$ cat src/rtl/rcswitch_cmd_encoder_pkg.sv
// ---------------------------------------------------------------------------
// rcswitch_cmd_encoder_pkg
// Shared constants for the rcswitch command path: the tri-state pulse symbols,
// the fixed sync word, the status words and the encoder FSM state encodings.
// Also provides a helper that maps one DIP bit to its pulse symbol.
// ---------------------------------------------------------------------------
package rcswitch_cmd_encoder_pkg;

    // Pulse patterns for the two tri-state symbols used by the sockets
    localparam logic [7:0]  SYM_0     = 8'h88;
    localparam logic [7:0]  SYM_F     = 8'h8E;
    localparam logic [31:0] SYNC_WORD = 32'h8000_0000;
    localparam logic [15:0] STAT_ON   = 16'h8E88;
    localparam logic [15:0] STAT_OFF  = 16'h888E;

    // Encoder FSM states
    localparam logic [2:0] ST_IDLE = 3'd0;
    localparam logic [2:0] ST_ARM  = 3'd1;
    localparam logic [2:0] ST_REQ  = 3'd2;
    localparam logic [2:0] ST_BUSY = 3'd3;
    localparam logic [2:0] ST_GAP  = 3'd4;

    // A set DIP switch is sent as '0', an open one as 'F'
    function automatic logic [7:0] sym_of(input logic dip_bit);
        return dip_bit ? SYM_0 : SYM_F;
    endfunction

endpackage

$ cat src/rtl/rcswitch_cmd_encoder_tristate_enc.sv
// ---------------------------------------------------------------------------
// rcswitch_tristate_enc
// Purely combinational translation of a socket command into the tri-state
// pulse words understood by rcswitch_send. Kept separate so a receive-side
// comparator can rebuild the same words from a decoded command.
// Ports:
//   group_i   [4:0]  DIP code, bit 4 is the first symbol sent
//   chan_i    [2:0]  channel 0..4 (A..E); other values give all 'F' slots
//   on_i             1 = ON, 0 = OFF
//   addr_o   [39:0]  five address symbols, slot 0 in [39:32]
//   chan_o   [39:0]  five channel symbols, selected slot is '0'
//   stat_o   [15:0]  ON/OFF status word
// ---------------------------------------------------------------------------
module rcswitch_tristate_enc
    import rcswitch_cmd_encoder_pkg::*;
(
    input  logic [4:0]  group_i,
    input  logic [2:0]  chan_i,
    input  logic        on_i,
    output logic [39:0] addr_o,
    output logic [39:0] chan_o,
    output logic [15:0] stat_o
);

    // Build the address, channel and status words slot by slot
    always_comb begin
        addr_o = 40'h0;
        chan_o = 40'h0;
        for (int i = 0; i < 5; i++) begin
            addr_o[39 - 8*i -: 8] = sym_of(group_i[4 - i]);
            chan_o[39 - 8*i -: 8] = (chan_i == 3'(i)) ? SYM_0 : SYM_F;
        end
        if (on_i) begin
            stat_o = STAT_ON;
        end else begin
            stat_o = STAT_OFF;
        end
    end

endmodule

$ cat src/rtl/rcswitch_cmd_encoder.sv
// ---------------------------------------------------------------------------
// rcswitch_cmd_encoder
// Command stage in front of rcswitch_send. Accepts a socket command, latches
// the encoded addr/chan/stat words, and runs REPEATS send/ready handshakes with
// GAP_CYCLES idle cycles between frames, ending with a done or err pulse.
// Optional feature macro: RCSWITCH_ABORT_EN adds the 'abort' input, which ends
// a command early (immediately in ARM/GAP, after the current frame in REQ/BUSY).
// Ports:
//   clk, rst                     clock, synchronous active-high reset
//   cmd_valid/cmd_ready          command handshake (ready only in IDLE)
//   cmd_group/cmd_chan/cmd_on    command fields
//   addr/chan/stat/sync          words for rcswitch_send, stable between accepts
//   send/ready                   handshake with rcswitch_send (ready=1: idle)
//   done/err                     one-cycle completion / failure pulses
//   abort                        (RCSWITCH_ABORT_EN only) early termination
// ---------------------------------------------------------------------------
module rcswitch_cmd_encoder
    import rcswitch_cmd_encoder_pkg::*;
#(
    parameter int REPEATS     = 4,
    parameter int GAP_CYCLES  = 16,
    parameter int ACK_TIMEOUT = 1024
) (
    input  logic        clk,
    input  logic        rst,
    input  logic        cmd_valid,
    output logic        cmd_ready,
    input  logic [4:0]  cmd_group,
    input  logic [2:0]  cmd_chan,
    input  logic        cmd_on,
    output logic [39:0] addr,
    output logic [39:0] chan,
    output logic [15:0] stat,
    output logic [31:0] sync,
    output logic        send,
    input  logic        ready,
    output logic        done,
    output logic        err
`ifdef RCSWITCH_ABORT_EN
    ,
    input  logic        abort
`endif
);

    localparam int REP_W = $clog2(REPEATS + 1);
    localparam int GAP_W = $clog2(GAP_CYCLES + 1);
    localparam int TMO_W = $clog2(ACK_TIMEOUT + 1);

    localparam logic [REP_W-1:0] REP_LAST = REP_W'(REPEATS - 1);
    localparam logic [GAP_W-1:0] GAP_LAST = GAP_W'(GAP_CYCLES - 1);
    localparam logic [TMO_W-1:0] TMO_LAST = TMO_W'(ACK_TIMEOUT - 1);

    logic [2:0]       state_q, state_d;
    logic [REP_W-1:0] rep_q, rep_d;
    logic [GAP_W-1:0] gap_q, gap_d;
    logic [TMO_W-1:0] tmo_q, tmo_d;
    logic             send_q, send_d;
    logic             done_q, done_d;
    logic             err_q, err_d;
    logic             pend_q, pend_d;
    logic [39:0]      addr_q, chan_q;
    logic [15:0]      stat_q;
    logic             load_s;
    logic             abort_s;
    logic [39:0]      enc_addr_s, enc_chan_s;
    logic [15:0]      enc_stat_s;

`ifdef RCSWITCH_ABORT_EN
    assign abort_s = abort;
`else
    assign abort_s = 1'b0;
`endif

    rcswitch_tristate_enc u_enc (
        .group_i (cmd_group),
        .chan_i  (cmd_chan),
        .on_i    (cmd_on),
        .addr_o  (enc_addr_s),
        .chan_o  (enc_chan_s),
        .stat_o  (enc_stat_s)
    );

    // Next-state logic for the send/repeat FSM
    always_comb begin
        state_d = state_q;
        rep_d   = rep_q;
        gap_d   = gap_q;
        tmo_d   = tmo_q;
        pend_d  = pend_q;
        send_d  = 1'b0;
        done_d  = 1'b0;
        err_d   = 1'b0;
        load_s  = 1'b0;
        case (state_q)
            ST_IDLE: begin
                if (cmd_valid) begin
                    if (cmd_chan <= 3'd4) begin
                        load_s  = 1'b1;
                        rep_d   = '0;
                        tmo_d   = '0;
                        pend_d  = 1'b0;
                        state_d = ST_ARM;
                    end else begin
                        err_d = 1'b1;
                    end
                end else begin
                    state_d = ST_IDLE;
                end
            end
            ST_ARM: begin
                if (abort_s) begin
                    done_d  = 1'b1;
                    state_d = ST_IDLE;
                end else if (ready) begin
                    send_d  = 1'b1;
                    tmo_d   = '0;
                    state_d = ST_REQ;
                end else if (tmo_q == TMO_LAST) begin
                    err_d   = 1'b1;
                    state_d = ST_IDLE;
                end else begin
                    tmo_d = tmo_q + TMO_W'(1);
                end
            end
            ST_REQ: begin
                // An abort here only cancels the remaining repeats
                if (abort_s) begin
                    pend_d = 1'b1;
                end else begin
                    pend_d = pend_q;
                end
                if (!ready) begin
                    state_d = ST_BUSY;
                end else if (tmo_q == TMO_LAST) begin
                    err_d   = 1'b1;
                    state_d = ST_IDLE;
                end else begin
                    send_d = 1'b1;
                    tmo_d  = tmo_q + TMO_W'(1);
                end
            end
            ST_BUSY: begin
                if (abort_s) begin
                    pend_d = 1'b1;
                end else begin
                    pend_d = pend_q;
                end
                if (ready) begin
                    if ((rep_q == REP_LAST) || pend_d) begin
                        done_d  = 1'b1;
                        state_d = ST_IDLE;
                    end else begin
                        rep_d   = rep_q + REP_W'(1);
                        gap_d   = '0;
                        state_d = ST_GAP;
                    end
                end else begin
                    state_d = ST_BUSY;
                end
            end
            ST_GAP: begin
                if (abort_s) begin
                    done_d  = 1'b1;
                    state_d = ST_IDLE;
                end else if (gap_q == GAP_LAST) begin
                    tmo_d   = '0;
                    state_d = ST_ARM;
                end else begin
                    gap_d = gap_q + GAP_W'(1);
                end
            end
            default: begin
                state_d = ST_IDLE;
            end
        endcase
    end

    // State, counters and registered handshake outputs
    always_ff @(posedge clk) begin
        if (rst) begin
            state_q <= ST_IDLE;
            rep_q   <= '0;
            gap_q   <= '0;
            tmo_q   <= '0;
            send_q  <= 1'b0;
            done_q  <= 1'b0;
            err_q   <= 1'b0;
            pend_q  <= 1'b0;
        end else begin
            state_q <= state_d;
            rep_q   <= rep_d;
            gap_q   <= gap_d;
            tmo_q   <= tmo_d;
            send_q  <= send_d;
            done_q  <= done_d;
            err_q   <= err_d;
            pend_q  <= pend_d;
        end
    end

    // Frame words are captured only on a valid accept and held until the next one
    always_ff @(posedge clk) begin
        if (rst) begin
            addr_q <= 40'h0;
            chan_q <= 40'h0;
            stat_q <= 16'h0;
        end else if (load_s) begin
            addr_q <= enc_addr_s;
            chan_q <= enc_chan_s;
            stat_q <= enc_stat_s;
        end
    end

    assign cmd_ready = (state_q == ST_IDLE);
    assign addr      = addr_q;
    assign chan      = chan_q;
    assign stat      = stat_q;
    assign sync      = SYNC_WORD;
    assign send      = send_q;
    assign done      = done_q;
    assign err       = err_q;

endmodule
$ cat config.mk
export PLATFORM = sky130hd
export DESIGN_NAME = rcswitch_cmd_encoder
export DESIGN_NICKNAME = d
export VERILOG_FILES = /design/src/rtl/rcswitch_cmd_encoder_pkg.sv /design/src/rtl/rcswitch_cmd_encoder_tristate_enc.sv /design/src/rtl/rcswitch_cmd_encoder.sv
export SDC_FILE = /design/constraint.sdc
export NUM_CORES = 1
export LEC_CHECK = 0
export CORE_ASPECT_RATIO = 0.9
export CORE_MARGIN = 8
export CORE_UTILIZATION = 40
export DETAILED_ROUTE_END_ITERATION = 7
export GPL_ROUTABILITY_DRIVEN = 0
export PLACE_DENSITY = 0.81
export RECOVER_POWER = 25
export SYNTH_ARGS = -nofsm -noshare
export SYNTH_HDL_FRONTEND = slang
export SYNTH_SLANG_ARGS = --single-unit
$ cat constraint.sdc
create_clock -name clk -period 2.2 [get_ports clk]
set_input_delay 0.33 -clock clk [delete_from_list [all_inputs] [get_ports clk]]
set_output_delay 0.33 -clock clk [all_outputs]
set_load 0.01 [all_outputs]
Word level (Yosys, flattened, before mapping)
Index checks and enable logic that the tools add are counted.
{"block": "totals", "register_bits": 122}
{"block": "op_classes", "bitwise_logic": 2, "n_eq_ne": 19, "n_reduce_logical": 12, "add_sub_neg": 3, "muxes": 54, "order_cmp": 1}
{"cell": "11-bit two-way mux", "n": 7}
{"cell": "3-bit two-way mux", "n": 22}
{"cell": "11-bit case mux with 4 select lines", "n": 1}
{"cell": "3-bit by 2-bit equality test with 1-bit output, second input constant", "n": 5}
{"cell": "1-bit two-way mux", "n": 15}
{"cell": "5-bit two-way mux", "n": 3}
{"cell": "3-bit case mux with 5 select lines", "n": 1}
{"cell": "2-bit inequality test, second input constant", "n": 6}
{"cell": "11-bit by 1-bit adder with 11-bit output, second input constant", "n": 1}
{"cell": "11-bit by 10-bit equality test with 1-bit output, second input constant", "n": 1}
{"cell": "5-bit case mux with 2 select lines", "n": 1}
{"cell": "5-bit AND reduction", "n": 2}
{"cell": "3-bit by 1-bit equality test with 1-bit output, second input constant", "n": 2}
{"cell": "3-bit equality test, second input constant", "n": 2}
{"cell": "3-bit zero test", "n": 2}
{"cell": "3-bit case mux with 2 select lines", "n": 1}
{"cell": "5-bit by 1-bit adder with 5-bit output, second input constant", "n": 1}
{"cell": "5-bit by 4-bit equality test with 1-bit output, second input constant", "n": 1}
{"cell": "1-bit case mux with 2 select lines", "n": 2}
{"cell": "4-bit AND reduction", "n": 1}
{"cell": "2-bit nonzero test", "n": 2}
{"cell": "4-bit nonzero test", "n": 1}
{"cell": "3-bit by 1-bit adder with 3-bit output, second input constant", "n": 1}
{"cell": "3-bit <= comparator, second input constant", "n": 1}
{"cell": "8 further kinds", "n": 9}

Longest topological paths before layout
{"block": "logic_depth", "word_depth": 6, "mapped_depth": 7, "depth_no_buf": 7}

Cells and area by module
Synthesis repeated with hierarchy kept, for this count alone.
{"block": "hier_totals", "cells_unflattened": 721, "area_unflattened_um2": 5615.4}
{"module": "rcswitch_cmd_encoder", "area_per_inst_um2": 4907.2, "instances": 1, "cells_per_inst": 623}
{"module": "rcswitch_tristate_enc", "area_per_inst_um2": 708.2, "instances": 1, "cells_per_inst": 98}

Worst setup path before layout
Ideal clock, no wire load.
{"block": "synth_path", "kind": "register to register", "startpoint": "register gap_q[0]", "endpoint": "register gap_q[3]", "slack_ns": 0.260, "arrival_ns": 1.870, "setup_ns": 0.070, "stages_incl_launch_ff": 8, "required_time_ns": 2.130, "cell_sequence": "dfxtp_1 > ha_1 > and3_1 > ha_1 > nor4b_2 > a21oi_1 > or3_1 > a21oi_1"}
{"block": "synth_via", "elab_chain_len": 3, "elab_cells_between_ends": 6, "classes_between": "add/sub: 1; eq/ne: 2; mux: 2; reduce/logical: 1"}
{"element": "from (decl)", "line": "rcswitch_cmd_encoder.sv:55", "rtl": "logic [GAP_W-1:0] gap_q, gap_d;"}
{"element": "from (signal assigned)", "line": "rcswitch_cmd_encoder.sv:192", "rtl": "gap_q <= gap_d;"}
{"element": "5-bit by 1-bit adder with 5-bit output or 5-bit by 4-bit equality test with 1-bit output (tied branches)", "line": "rcswitch_cmd_encoder.sv:169, rcswitch_cmd_encoder.sv:165"}
{"element": "5-bit two-way mux or 2-bit inequality test (tied branches)"}
{"element": "5-bit case mux with 2 select lines or 4-bit AND reduction (tied branches)"}
Parallel ways exist; a longest one is shown, timed or not. The select of a mux whose other input is x is not followed.
A chain may end at the register's enable or synchronous reset.

Final worst setup path
{"block": "layout_path", "startpoint": "register gap_q[0]", "endpoint": "register tmo_q[9]"}
{"block": "layout_via", "elab_chain_len": 3}
{"element": "5-bit by 4-bit equality test with 1-bit output", "line": "rcswitch_cmd_encoder.sv:165", "rtl": "end else if (gap_q == GAP_LAST) begin"}
{"element": "2-bit inequality test (no source line)"}
{"element": "5-bit AND reduction (no source line)"}
{"element": "to (signal assigned)", "line": "rcswitch_cmd_encoder.sv:193", "rtl": "tmo_q <= tmo_d;"}
{"element": "to (decl)", "line": "rcswitch_cmd_encoder.sv:56", "rtl": "logic [TMO_W-1:0] tmo_q, tmo_d;"}
No other way between the ends.

==> results_dict.tcl <==
set metrics [dict create \
    synth-async-reset-ratio 0 \
    setup_tns_ns 0 \
    clock_latency_ns 0.29 \
    final_max_slew_viol_count 0 \
    hold_class "reg2reg" \
    total_power_mw 1.84 \
    dieWidth_um 104 \
    cpMostUsedCell "ha_1" \
    slew-limit-headroom 0.634 \
    setup_violations 0 \
    syn_inst 339 \
    yosysTopAreaCellShare 0.307 \
    crit_required_ns 2.39 \
    cts_max_level 2 \
    synth_area_per_cell_um2 8.29 \
    clk_pin_slew_worst_paths_ns 0.08 \
    max_clock_freq_mhz 479 \
    start_util 0.405 \
    initialDrtViolationCount 195 \
    worst_pin_slew_ns 0.548 \
    multiInputGateArea_mm2 0.00139 \
    crit_slowest_cell "a221oi_2" \
    seq_area_frac_synth 0.271 \
    grt_max_degree 26 \
    criticalPathCategory "reg2reg" \
    busiest_layer "met2" \
    crit_path_end_kind "flop" \
    syn_to_final_growth_pct 13.3 \
    grt_pass1_vias 2152 \
    crit_arrival_ns 2.28 \
    hpwl_um 5210 \
    cts_buffer_depth 2 \
    p_per_area_mw_per_mm2 578 \
    grtUsageMet2 0.203 \
    cp_num_buf_inv 1 \
    vias 2213 \
    cts_tree "done" \
    syn_area_mm2 0.00281 \
    io_pins 145 \
    remaining_drc_errors 0 \
    antenna_found_initial 0 \
    dieArea_mm2 0.00997 \
    synth_common_cells "115 x buf_4, 38 x dfxtp_1, 25 x nor2_1, 14 x nand2_1, 13 x inv_1" \
    leakagePower_nw 1.30 \
    wl_per_cell_um 13.6 \
    grt_overflow 0 \
    synth_edf_count 0 \
    cts_buffers 5 \
    drive_above_1_share 0.0971 \
    critPathMaxFanout 6 \
    ff_latch_area_um2 763 \
    use_met1 0.149 \
    path_cells "ha_1 > and3_1 > ha_1 > a221oi_2 > a21oi_2 > buf_4 > o32ai_1" \
    skew_ns 0.00454 \
    grt_use_met3 0.0595 \
    hold_buffers 0 \
    synth_most_common_cell "buf_4" \
    startpoint_type "flop" \
    routed_wl_um 6450 \
    antennaDiodeCount 0 \
    clock-sinks 38 \
    portBuffers 64 \
    rows 29 \
    yosys_warnings 0 \
    rsz0062_at_grt "no" \
    synth-seq-cells 38 \
    post-route-period-util 0.950 \
    dr.pass1.iters 4 \
    core-area_mm2 0.00693 \
    fillers 674 \
    root_buffer "clkbuf_8" \
    cap_violations 0 \
    die_h_um 95.5 \
    ant_nets 0 \
    outcome "finished, final reports clean" \
    ys.flop_type "dfxtp_1" \
    synth_area_leaders "buf_4 31%, dfxtp_1 27%, nor2_1 3.3%, ha_1 2.2%, a211oi_1 2.1%" \
    nNetsFinal 398 \
    grt_util_all_layers 0.126 \
    peakVddDrop_v 0.000219 \
    ys_types 52 \
    reg2reg_slack_ns 0.11 \
    grt_pass1_wl_um 10500 \
    slowest_delay_ns 0.45 \
    yosysTopAreaCell "buf_4" \
    cpLargestDelayFamily "compound AO/OA/AOI/OAI gates" \
    fin_crit_ns 2.09 \
    finalHoldViolCount 0 \
    viasPerCell 4.67 \
]
[logic make-up (layout without fill, tap and decap cells)]
| group | after synthesis | in the layout | share of synthesized area |
|---|---|---|---|
| buf+inv | 138 | 102 | 0.341 |
| simple gates | 85 | 85 | 0.167 |
| flops | 38 | 38 | 0.271 |
| other cells | 2 | 80 | 0.00267 |
| xor+xnor | 1 | 1 | 0.00312 |
| fa+ha+maj | 5 | 5 | 0.0223 |
| compound gates | 66 | 66 | 0.179 |
| mux | 4 | 4 | 0.0142 |
[what timing repair did]
item | in CTS | in global routing
endpoints found under the hold margin | 0 | 0
endpoints found under the setup margin | 1 | 1
pin swaps | 0 | 0
buffers inserted | 0 | 0
resized for setup | 1 | 1
[where the power goes]
group	leakage (nW)	internal, mW	switching [mW]	total [mW]
clock network	0.0575	0.317	0.243	0.559
registers	0.310	0.720	0.0404	0.760
logic	0.930	0.243	0.278	0.520
total	1.30	1.28	0.561	1.84
[cell usage in the layout (no fill, tap or decap), types with 4 or more instances in the layout]
cell type | netlist | layout
buf_4 | 115 | 15
nand2b_1 | 4 | 4
nand2_1 | 14 | 14
and3_1 | 4 | 4
inv_1 | 13 | 13
conb_1 | 2 | 80
nand3_1 | 4 | 4
dlygate4sd3_1 | 0 | 20
o21ai_0 | 7 | 7
mux2i_1 | 4 | 4
o21ai_1 | 5 | 5
a21oi_1 | 10 | 10
nor2_1 | 25 | 25
a221oi_1 | 5 | 5
ha_1 | 5 | 5
a211oi_1 | 8 | 8
clkbuf_8 | 0 | 8
clkdlybuf4s50_1 | 0 | 44
dfxtp_1 | 38 | 36
nor3_1 | 9 | 9
[sequential cells by signal, summed over array words and instances, names as in the netlist]
signal / cells
err: 1
stat: 2
gap_q: 5
rep_q: 3
done: 1
state_q: 3
send: 1
chan: 6
tmo_q: 11
addr: 5
[stage by stage]
stage	instance area [um2]	instances	hold slack, ns	util	worst slack [ns]
after floorplan	3100	417	0.417	-	0.260
after global placement	3080	466	0.432	0.444	0.162
after detailed placement	3080	466	0.434	0.444	0.106
after CTS	3190	474	0.446	0.460	0.0955
after global routing	3180	474	0.466	0.459	0.00692
final	3180	474	0.442	0.459	0.111
[layer usage]
| layer | vias to the layer above | part of all wire | wire length, um |
|---|---|---|---|
| met1 | 1001 | 0.43 | 2790 |
| met4 | 0 | 0.013 | 86 |
| met5 | - | 0 | 0 |
| li1 | 1060 | - | - |
| met2 | 139 | 0.44 | 2840 |
| met3 | 13 | 0.11 | 732 |
[final cells by class]
cell class,instances,share of cell area
clock buffer,8,0.0346
inverter,13,0.0153
multi-input combinational,241,0.435
sequential,38,0.240
tap,93,0.0365
timing repair buffer,81,0.239
[worst min-delay path, cell delays in order, from the launching register on]
cell and delay, ns:
dfxtp_1 0.32, nand2_1 0.05, a21oi_1 0.03
[worst paths after layout]
kind | depth (start not counted) | to | startpoint
hold / removal | 2 | tmo_q[10] | tmo_q[10]
setup / recovery | 7 | tmo_q[9] | gap_q[0]
setup reg to reg | 7 | tmo_q[9] | gap_q[0]
hold reg to reg | 2 | tmo_q[10] | tmo_q[10]
Power figures use the tool's default switching activity.
